<file path="src/rtl/multicycle_controller.sv">
// Multicycle ARMv4 control unit: Moore sequencer for the shared datapath,
// NZCV flag register, condition check and gated architectural enables.
module multicycle_controller (
   input  logic        clk,
   input  logic        reset,
   input  logic [31:0] Instr,
   input  logic [3:0]  ALUFlags,
   output logic        PCWrite,
   output logic        MemWrite,
   output logic        RegWrite,
   output logic        IRWrite,
   output logic        AdrSrc,
   output logic        ALUSrcA,
   output logic [1:0]  ALUSrcB,
   output logic [1:0]  ResultSrc,
   output logic [1:0]  ImmSrc,
   output logic [1:0]  RegSrc,
   output logic [1:0]  ALUControl
);

   typedef enum logic [3:0] {
      S_FETCH, S_DECODE, S_MEMADR, S_MEMREAD, S_MEMWB,
      S_MEMWRITE, S_EXECUTER, S_EXECUTEI, S_ALUWB, S_BRANCH
   } state_e;

   state_e      state_q, state_d, out_state;
   logic [3:0]  flags_q, flags_d;

   logic [1:0]  op;
   logic [5:0]  funct;
   logic [3:0]  cond;
   logic [3:0]  rd;

   logic        next_pc, branch, reg_w, mem_w, ir_write, alu_op;
   logic        cond_ex, no_write, cv_op;

   assign op    = Instr[27:26];
   assign funct = Instr[25:20];
   assign cond  = Instr[31:28];
   assign rd    = Instr[15:12];

   assign ImmSrc = op;
   assign RegSrc = {op == 2'b01, op == 2'b10};

   // CMP is recognised from the instruction register itself, so the
   // suppression still holds in ALUWB where ALUOp is no longer asserted.
   assign no_write = (op == 2'b00) && (funct[4:1] == 4'b1010);
   assign cv_op    = (funct[4:1] == 4'b0100) || (funct[4:1] == 4'b0010) ||
                     (funct[4:1] == 4'b1010);

   // State and flag registers with synchronous reset.
   always_ff @(posedge clk) begin
      // NOTE: non-blocking assignments so every flop samples pre-edge values.
      if (reset) begin
         state_q <= S_FETCH;
         flags_q <= 4'b0000;
      end else begin
         state_q <= state_d;
         flags_q <= flags_d;
      end
   end

   // Next-state sequencing.
   always_comb begin
      // NOTE: default first so no path leaves state_d unassigned (no latch).
      state_d = state_q;
      case (state_q)
         S_FETCH:    state_d = S_DECODE;
         S_DECODE: begin
            case (op)
               2'b00:   state_d = funct[5] ? S_EXECUTEI : S_EXECUTER;
               2'b01:   state_d = S_MEMADR;
               2'b10:   state_d = S_BRANCH;
               default: state_d = S_FETCH;
            endcase
         end
         S_MEMADR:   state_d = funct[0] ? S_MEMREAD : S_MEMWRITE;
         S_MEMREAD:  state_d = S_MEMWB;
         S_EXECUTER: state_d = S_ALUWB;
         S_EXECUTEI: state_d = S_ALUWB;
         default:    state_d = S_FETCH;
      endcase
   end

   // While reset is held the selects show FETCH values; enables are gated below.
   assign out_state = reset ? S_FETCH : state_q;

   // Moore outputs per state.
   always_comb begin
      next_pc   = 1'b0;
      branch    = 1'b0;
      reg_w     = 1'b0;
      mem_w     = 1'b0;
      ir_write  = 1'b0;
      alu_op    = 1'b0;
      AdrSrc    = 1'b0;
      ALUSrcA   = 1'b0;
      ALUSrcB   = 2'b00;
      ResultSrc = 2'b00;
      case (out_state)
         S_FETCH: begin
            ir_write = 1'b1; ALUSrcA = 1'b1; ALUSrcB = 2'b10;
            ResultSrc = 2'b10; next_pc = 1'b1;
         end
         S_DECODE: begin
            ALUSrcA = 1'b1; ALUSrcB = 2'b10; ResultSrc = 2'b10;
         end
         S_MEMADR:   ALUSrcB = 2'b01;
         S_MEMREAD:  AdrSrc = 1'b1;
         S_MEMWB: begin
            ResultSrc = 2'b01; reg_w = 1'b1;
         end
         S_MEMWRITE: begin
            AdrSrc = 1'b1; mem_w = 1'b1;
         end
         S_EXECUTER: alu_op = 1'b1;
         S_EXECUTEI: begin
            ALUSrcB = 2'b01; alu_op = 1'b1;
         end
         S_ALUWB:    reg_w = 1'b1;
         S_BRANCH: begin
            ALUSrcB = 2'b01; ResultSrc = 2'b10; branch = 1'b1;
         end
         default: ;
      endcase
   end

   // ALU operation decode.
   always_comb begin
      ALUControl = 2'b00;
      if (alu_op) begin
         case (funct[4:1])
            4'b0010: ALUControl = 2'b01;
            4'b0000: ALUControl = 2'b10;
            4'b1100: ALUControl = 2'b11;
            4'b1010: ALUControl = 2'b01;
            default: ALUControl = 2'b00;
         endcase
      end
   end

   // Condition-code check against the stored flags {N,Z,C,V}.
   always_comb begin
      logic n, z, c, v;
      {n, z, c, v} = flags_q;
      cond_ex = 1'b0;
      case (cond)
         4'b0000: cond_ex = z;
         4'b0001: cond_ex = ~z;
         4'b0010: cond_ex = c;
         4'b0011: cond_ex = ~c;
         4'b0100: cond_ex = n;
         4'b0101: cond_ex = ~n;
         4'b0110: cond_ex = v;
         4'b0111: cond_ex = ~v;
         4'b1000: cond_ex = c & ~z;
         4'b1001: cond_ex = ~c | z;
         4'b1010: cond_ex = (n == v);
         4'b1011: cond_ex = (n != v);
         4'b1100: cond_ex = ~z & (n == v);
         4'b1101: cond_ex = z | (n != v);
         4'b1110: cond_ex = 1'b1;
         default: cond_ex = 1'b0;
      endcase
   end

   // Flag update at the end of EXECUTEx; logical ops keep C and V.
   always_comb begin
      flags_d = flags_q;
      if ((state_q == S_EXECUTER || state_q == S_EXECUTEI) && funct[0] && cond_ex) begin
         flags_d[3:2] = ALUFlags[3:2];
         if (cv_op) flags_d[1:0] = ALUFlags[1:0];
      end
   end

   // Architectural enables, gated by the condition check and by reset.
   always_comb begin
      PCWrite  = ~reset & (next_pc | (cond_ex & (branch | (reg_w & (rd == 4'd15)))));
      RegWrite = ~reset & reg_w & cond_ex & ~no_write;
      MemWrite = ~reset & mem_w & cond_ex;
      IRWrite  = ~reset & ir_write;
   end

endmodule

</file>
<file path="config.mk">
export PLATFORM = sky130hd
export DESIGN_NAME = multicycle_controller
export DESIGN_NICKNAME = d
export VERILOG_FILES = /design/src/rtl/multicycle_controller.sv
export SDC_FILE = /design/constraint.sdc
export NUM_CORES = 1
export LEC_CHECK = 0
export BUFFER_PORTS_ARGS = -buffer_cell sky130_fd_sc_hd__buf_2
export CAP_MARGIN = 10
export CORE_MARGIN = 8
export CORE_UTILIZATION = 44
export CTS_BUF_LIST = sky130_fd_sc_hd__clkbuf_2 sky130_fd_sc_hd__clkbuf_4 sky130_fd_sc_hd__clkbuf_8
export CTS_CLUSTER_SIZE = 30
export DETAILED_ROUTE_END_ITERATION = 16
export GPL_TIMING_DRIVEN = 0
export PLACE_DENSITY = 0.82
export SETUP_SLACK_MARGIN = 0.1
export SLEW_MARGIN = 20
export SYNTH_ARGS = -nofsm -noshare
export SYNTH_HDL_FRONTEND = slang
export SYNTH_SLANG_ARGS = --single-unit
</file>
<file path="constraint.sdc">
create_clock -name clk -period 2.2 [get_ports clk]
set_clock_uncertainty 0.15 [all_clocks]
set_input_delay 0.44 -clock clk [delete_from_list [all_inputs] [get_ports clk]]
set_output_delay 0.44 -clock clk [all_outputs]
set_load 0.1 [all_outputs]
</file>
* Word-level counts from Yosys, hierarchy flattened
Cells that the tools add are included.
** Operators by class
- Equal/unequal tests :: 37
- Mux-type cells :: 17
- Bitwise logic cells :: 21
- Reduce and logical (&&, ||, !) cells :: 20
** Operator list (number)
- equality test 4 bit (second input constant) :: 12
- equality test 4 x 3 -> 1 bit (second input constant) :: 11
- equality test 4 x 2 -> 1 bit (second input constant) :: 7
- case mux 4 bit (5 select lines) :: 1
- zero test 4 bit :: 4
- case mux 1 bit (15 select lines) :: 1
- equality test 4 x 1 -> 1 bit (second input constant) :: 3
- case mux 4 bit (3 select lines) :: 1
- OR reduction 2 bit :: 6
- bitwise AND 1 bit :: 11
- 2-to-1 mux 1 bit :: 8
- case mux 2 bit (2 select lines) :: 2
- inverter 1 bit :: 6
- case mux 2 bit (3 select lines) :: 1
- OR reduction 3 bit :: 2
- 2-to-1 mux 4 bit :: 1
- OR 1 bit :: 4
- logical AND 1 bit :: 3
- logical OR 1 bit :: 3
- 2-to-1 mux 3 bit :: 1
- equality test 2 x 1 -> 1 bit (second input constant) :: 1
- equality test 2 bit (second input constant) :: 1
- zero test 2 bit :: 1
- 2-to-1 mux 2 bit :: 1
- 3 further kinds :: 3
** Word-level totals
- Register bits after elaboration :: 8
- Output and inout bits :: 16
- Word-level logic and storage cells :: 98

* Logic depth before layout (Yosys ltp)
Gate-level depths: netlist of run 1.
- Depth after elaboration :: 9
- Mapped depth :: 6
- Gate-level depth less buffers :: 5

* Worst setup path after synthesis of run 1
No wires, ideal clock.
- Kind :: reg2out
- From :: reg state_q[3]
- To :: out PCWrite
- Arrival :: 3.823 ns
- Data required time :: 1.610 ns
- Path slack :: -2.213 ns
- Cell stages (with the launch flop) :: 6
- Cell sequence :: dfxtp_1 clkbuf_1 nor2_1 nand2_1 nor3_1 o21bai_1
** On the way
- Word-level cells in the longest chain between the ends :: 9
- Elaborated cells on any way between the ends :: 14
- Classes of those cells :: eq/ne (3); mux (4); bitwise (5); reduce/logical (2)
** RTL lines
- from (decl) :: line 26 : state_e state_q, state_d, out_state;
- from (signal assigned) :: line 58 : state_q <= state_d;
- 2-to-1 mux 4 bit (*) :: line 86 : assign out_state = reset ? S_FETCH : state_q;
- equality test 4 bit or equality test 4 x 3 -> 1 bit (tied branches) :: line 100 : case (out_state)
- OR reduction 2 bit (no line)
- 2-to-1 mux 1 bit :: line 100
- bitwise AND 1 bit :: line 178 : PCWrite = ~reset & (next_pc | (cond_ex & (branch | (reg_w & (rd == 4'd15)))));
- OR 1 bit :: line 178
- bitwise AND 1 bit :: line 178
- OR 1 bit (*) :: line 178
- bitwise AND 1 bit (*) :: line 178
- to (decl) :: line 8 : output logic PCWrite,
Mark *: on every way between the ends. The rest lies on a longest branch, timed or not.

* Worst setup path after layout of run 1
- From :: reg flags_q[0]
- To :: out MemWrite
** On the way
- Word-level cells in the longest chain between the ends :: 4
- Elaborated cells on any way between the ends :: 7
- Classes of those cells :: eq/ne (2); mux (1); bitwise (4)
** RTL lines
- from (decl) :: line 27 : logic [3:0] flags_q, flags_d;
- from (signal assigned) :: line 59 : flags_q <= flags_d;
- != test 1 bit or equality test 1 bit (tied branches)
- OR 1 bit or bitwise AND 1 bit (tied branches) :: line 161, 160
- case mux 1 bit (15 select lines) (*) :: line 147 : case (cond)
- bitwise AND 1 bit (*) :: line 180 : MemWrite = ~reset & mem_w & cond_ex;
- to (decl) :: line 9 : output logic MemWrite,
Marks and branches as above.

==> impl_metrics.csv, run 1 <==
group,metric,value,unit
finish,finalInstanceArea,1476,µm²
sta,finalHoldViolations,0,
sta,worst_slew_margin_rel,67.74,%
worst_setup_path,crit_type,"register to output pin",
global_route,antenna_found_initial,0,
sta,finalSetupViolCount,3,
sta,fmax,394.9,MHz
sta,min_period_over_period,115.1,%
power,p_leak,0.6091,nW
clock_network,clk_pin_slew_worst_paths,0.06,ns
job,maxCapViolCount,0,
clock_network,hold_buffers,0,
clock_network,cts_tree,"yes",
floorplan,io_pins,54,
drt,route.detailed.drc,0,
worst_setup_path,critPathLaunchType,"register",
clock_network,cts_buffer_depth,2,
floorplan,num_rows,16,
floorplan,core,1902,µm²
synthesis,synth.ff_latch_count,8,
synthesis,yosysMostFrequentCell,"nand2b_1",
drt,via_per_inst,5.266,
synthesis,synth_edf_count,0,
drt,final_antenna_net_count,0,
synthesis,syn-num-nets,147,
synthesis,synth.yosys.warnings,0,
finish,syn2layout_area_growth,72.01,%
drt,wl_per_cell,15.59,µm
synthesis,yosys.area.top_type,"dfxtp_1",
synthesis,avgSynthCellArea,7.875,µm²
clock_network,clkSinkCount,8,
finish,fin_nets,201,
global_route,grt_overflow,0,
global_route,grt_pass1_wl,4.540,mm
sta,rsz0062_at_grt,"yes",
synthesis,synth_top_flop_cell,"dfxtp_1",
power,p_per_area,402.7,nW/µm²
clock_network,tritoncts.num_buffers,3,
synthesis,seq_area_frac_synth,18.66,%
finish,diodes,0,
worst_setup_path,worstPathMaxFanout,3,
synthesis,syn_area,858.3,µm²
worst_setup_path,required,1.61,ns
power,ir_worst_vdd,0.0004172,V
synthesis,async_flop_share,0,%
placement,hpwlAfterDp,2.088,mm
outcome,status,"finished with violations",
finish,fillCellCount,139,
drt,vias,990,
placement,dpl_cell_area,1197,µm²
drt,firstDrtPassIters,4,
sta,final.min_clock_period,2.532,ns
synthesis,synthTopCellsByArea,"dfxtp_1, mux2i_1, nand2b_1",
synthesis,yosysUniqueCellTypes,41,
clock_network,clock_latency,0.25,ns
drt,drt_wl_total,2.930,mm
sta,finalWorstSetupSlack,-0.3322,ns
synthesis,synthTopCellsByCount,"nand2b_1, dfxtp_1, mux2i_1, nor2_1, nor3_1",
clock_network,h-tree-depth,1,
finish,drive_above_1_share,57.14,%
floorplan,start_util,45.13,%
placement,place.gp.congestion,0.8001,
placement,port_buffers,35,
placement,dp_slack,-0.4473,ns
sta,finalSetupTns,-0.8884,ns
global_route,grt_max_degree,11,
floorplan,die_x,60.17,µm
synthesis,synth_top_area_share,18.66,%
synthesis,netlist_instances,109,
global_route,grt.total_usage,16.36,%
floorplan,dieHeight,60.17,µm
drt,drtIter0Drc,14,
clock_network,cts_root_buf,"clkbuf_4",
sta,worst_pin_slew,0.4872,ns
worst_setup_path,arrival,1.94,ns
global_route,grt_pass1_vias,1054,
worst_setup_path,crit_path_end_kind,"output pin",
floorplan,fp.dieArea,3620,µm²
min_path,hold_class,"primary input to register",
outcome,violations,"setup timing",
sta,drv_slew,0,
## kinds of logic (layout without fill, tap and decap cells)
family | count (synthesis) | in the layout | synth area share (%)
xor gates and xnor gates | 8 | 8 | 8.164
and+or+nand+nor | 52 | 52 | 37.90
muxes | 8 | 8 | 9.475
buffers and inverters | 13 | 65 | 6.996
DFF | 8 | 8 | 18.66
AOI/OAI and AO/OA | 20 | 20 | 18.81
## cell type report
type | count | area, µm² | share of cell area (%)
multi-input cells | 88 | 769.5 | 52.12
flip-flops and latches | 8 | 166.4 | 11.27
plain buffers | 9 | 91.34 | 6.186
inverters | 3 | 11.26 | 0.7627
repair buffers | 50 | 381.6 | 25.85
well taps | 27 | 33.78 | 2.288
clock buffers | 3 | 22.52 | 1.525
## where the power goes
group	internal, mW	total, mW	switching [mW]
registers	0.150	0.156	0.00584
logic	0.120	0.322	0.202
clock network	0.0627	0.116	0.0537
## placed cells by master (no fill, tap or decap), types with 2 or more instances in the layout
cell type / count
nand2_1: 4
mux2i_2: 2
nor3_1: 3
nand3b_1: 4
dfxtp_1: 3
a211o_1: 2
nor3b_1: 2
xnor2_1: 4
nand2b_1: 9
buf_12: 3
or2_2: 2
o21ai_0: 2
inv_1: 3
a21oi_4: 2
buf_4: 22
nor2_1: 4
nor2b_1: 2
buf_6: 6
buf_2: 23
clkbuf_4: 3
nor3_4: 3
nand4b_1: 2
and3_1: 2
mux2i_1: 5
clkbuf_2: 2
nor2_2: 2
dfxtp_2: 5
a21oi_1: 3
nor2b_2: 2
o21bai_1: 2
buf_8: 2
xor2_1: 3
## path summary, 6_finish.rpt
| kind | slack, ns | startpoint | end | depth (start not counted) |
|---|---|---|---|---|
| setup / recovery | -0.33 | flags_q[0] | MemWrite | 6 |
| hold / removal | 0.29 | ALUFlags[2] | flags_q[2] | 3 |
| setup reg to reg | 0.37 | state_q[3] | flags_q[0] | 6 |
| hold reg to reg | 0.38 | flags_q[2] | flags_q[2] | 2 |
## registers in the layout (all words and copies together) (netlist names)
signal,count
flags_q,4
state_q,4
## worst max-delay path, stage by stage, from the launching register on
cell and delay, ns:
dfxtp_2 0.33, xnor2_2 0.19, xnor2_1 0.11, o311a_4 0.32
o21a_4 0.22, nor4b_4 0.24, buf_6 0.26
## routing by layer
layer	global-route usage [%]	wire, µm	up-vias
met5	0	0	-
met3	5.806	221	5
met2	32.77	1569	43
met1	15.12	1114	446
li1	-	-	496
met4	3.061	24	0
## what timing repair did
item / in CTS / in global routing
endpoints found under the setup margin: 12 / 10
setup buffers: 13 / 2
pin swaps: 9 / 6
endpoints found under the hold margin: 0 / 0
gates resized for setup: 37 / 13
## stage by stage
step / cells / util, % / hold WS (ns) / power, mW
floorplan: 109 / - / 0.3200 / 0.3746
global placement: 171 / 62.96 / 0.3415 / 0.4233
detailed placement: 171 / 62.96 / 0.3607 / 0.4298
CTS: 187 / 75.86 / 0.2884 / 0.5844
global route: 188 / 77.63 / 0.2938 / 0.6224
finish: 188 / 77.63 / 0.2863 / 0.5945
(Power assumes the default switching activity.)
==> run 2: changes to the inputs <==
CORE_UTILIZATION = 40   (was 44)
PLACE_DENSITY = 0.76   (was 0.82)
SLEW_MARGIN = 25   (was 20)
==> run 2 against run 1 <==
Against the previous run:
- the flow still finishes with violations (setup timing)
- utilization decreased by 3.4 points
- combinational power up 2%
- total power is 0.60% higher
- clock power about the same
- first-iteration DRC count grew to 2.6 times the previous value
- critical path type unchanged
- largest cell class unchanged
- largest power group unchanged
==> impl_metrics.csv, run 2 (synthesized netlist as in run 1, its figures left out) <==
group,metric,value,unit
outcome,status,"finished with violations",
outcome,violations,"setup timing",
floorplan,num_rows,16,
drt,vias,978,
worst_setup_path,crit_path_end_kind,"output pin",
power,p_per_area,402.4,nW/µm²
sta,rsz0062_at_grt,"yes",
sta,finalHoldViolations,0,
drt,final_antenna_net_count,0,
worst_setup_path,worstPathMaxFanout,3,
global_route,antenna_found_initial,0,
worst_setup_path,cp_num_buf_inv,1,
worst_setup_path,critPathLaunchType,"register",
drt,wl_per_cell,15.21,µm
worst_setup_path,crit_type,"register to output pin",
placement,hpwlAfterDp,2.013,mm
floorplan,fp.dieArea,3884,µm²
placement,dp_slack,-0.4246,ns
finish,diodes,0,
drt,drtIter0Drc,37,
clock_network,cts_buffer_depth,2,
sta,finalWorstSetupSlack,-0.3500,ns
min_path,hold_class,"primary input to register",
global_route,grt_overflow,0,
finish,layout_commonest_cell,"buf_2",
floorplan,start_util,42.87,%
sta,finalSetupViolCount,3,
sta,worst_slew_margin_rel,67.76,%
worst_setup_path,crit_family,"compound AO/OA/AOI/OAI gates",
floorplan,die_x,62.32,µm
power,p_leak,0.5945,nW
clock_network,cts_tree,"yes",
finish,layout_common_cells,"buf_2, buf_4, nand2b_1, clkbuf_4, buf_6",
worst_setup_path,required,1.61,ns
sta,final.min_clock_period,2.550,ns
floorplan,dieHeight,62.32,µm
finish,drive_above_1_share,57.69,%
sta,min_period_over_period,115.9,%
floorplan,core,2002,µm²
drt,firstDrtPassIters,4,
placement,place.gp.congestion,0.8097,
power,ir_worst_vdd,0.0004402,V
sta,drv_slew,0,
floorplan,io_pins,54,
finish,syn2layout_area_growth,73.18,%
drt,drt_wl_total,2.783,mm
clock_network,h-tree-depth,1,
global_route,grt_pass1_vias,978,
clock_network,clk_pin_slew_worst_paths,0.05,ns
global_route,grt_max_degree,11,
finish,fin_nets,196,
clock_network,cts_root_buf,"clkbuf_4",
worst_setup_path,slowest_delay,0.36,ns
worst_setup_path,crit_chain,"xnor2_4 > xnor2_2 > o311a_4 > o21a_4 > nor4b_4 > buf_6",
worst_setup_path,arrival,1.96,ns
global_route,grt_pass1_wl,4.250,mm
clock_network,clkSinkCount,8,
drt,route.detailed.drc,0,
sta,finalSetupTns,-0.9325,ns
finish,reg_top3,"flags_q (4), state_q (4)",
placement,port_buffers,35,
sta,fmax,392.2,MHz
sta,worst_pin_slew,0.4869,ns
sta,whs,0.3004,ns
worst_setup_path,cp_slowest_cell,"dfxtp_4",
job,maxCapViolCount,0,
drt,via_per_inst,5.344,
finish,fin_util,74.25,%
global_route,grt.total_usage,12.84,%
clock_network,tritoncts.num_buffers,3,
clock_network,clock_latency,0.26,ns
## run 2: cell type report
cell class,count,area [µm²]
flip-flops and latches,8,167.7
inverters,3,11.26
fillers,156,515.5
plain buffers,9,93.84
well taps,27,33.78
repair buffers,45,361.6
clock buffers,3,22.52
multi-input cells,88,795.8
## run 2: worst reg2reg max path, cell delays in order (launching register included)
cell	delay [ns]
dfxtp_1	0.31
clkbuf_4	0.22
nand4b_1	0.19
a211o_1	0.33
o21bai_1	0.17
o22ai_2	0.18
mux2i_1	0.19
## run 2: worst paths after layout
kind / startpoint / to / slack, ns / cells after the start
worst max-delay path: flags_q[3] / MemWrite / -0.35 / 6
worst min-delay path: ALUFlags[3] / flags_q[3] / 0.30 / 3
worst max register to register: state_q[2] / flags_q[0] / 0.37 / 6
worst min register to register: flags_q[1] / flags_q[1] / 0.36 / 2
## run 2: stage by stage
step	std cells	power (mW)	instance area (µm²)
2_1_floorplan	109	0.3746	988.4
3_3_place_gp	171	0.4242	1197
3_5_place_dp	171	0.4301	1197
4_1_cts	180	0.5705	1374
5_1_grt	183	0.6248	1486
6_report	183	0.5981	1486
## run 2: repair_timing
item                       4_1_cts  5_1_grt
setup buffers                    6        4
cloned                           0        0
gates resized for setup         34       21
hold buffers                     0        0
setup endpoints to repair       12       11
pin swaps                        5        9
## run 2: power by group
group,internal (mW),switching (mW)
Sequential,0.149,0.00574
Clock,0.0626,0.0518
Combinational,0.125,0.204
Total,0.337,0.261
## run 2: metal layers
layer  global-route usage, %  routed length (µm)  vias up  part of all wire (%)
met5                       0                   0        -                     0
met4                   2.564                   0        0                     0
met3                   5.018                 177        0                   6.4
met2                   24.06                1481       34                    53
met1                   13.06                1124      463                    40
li1                        -                   -      481                     -
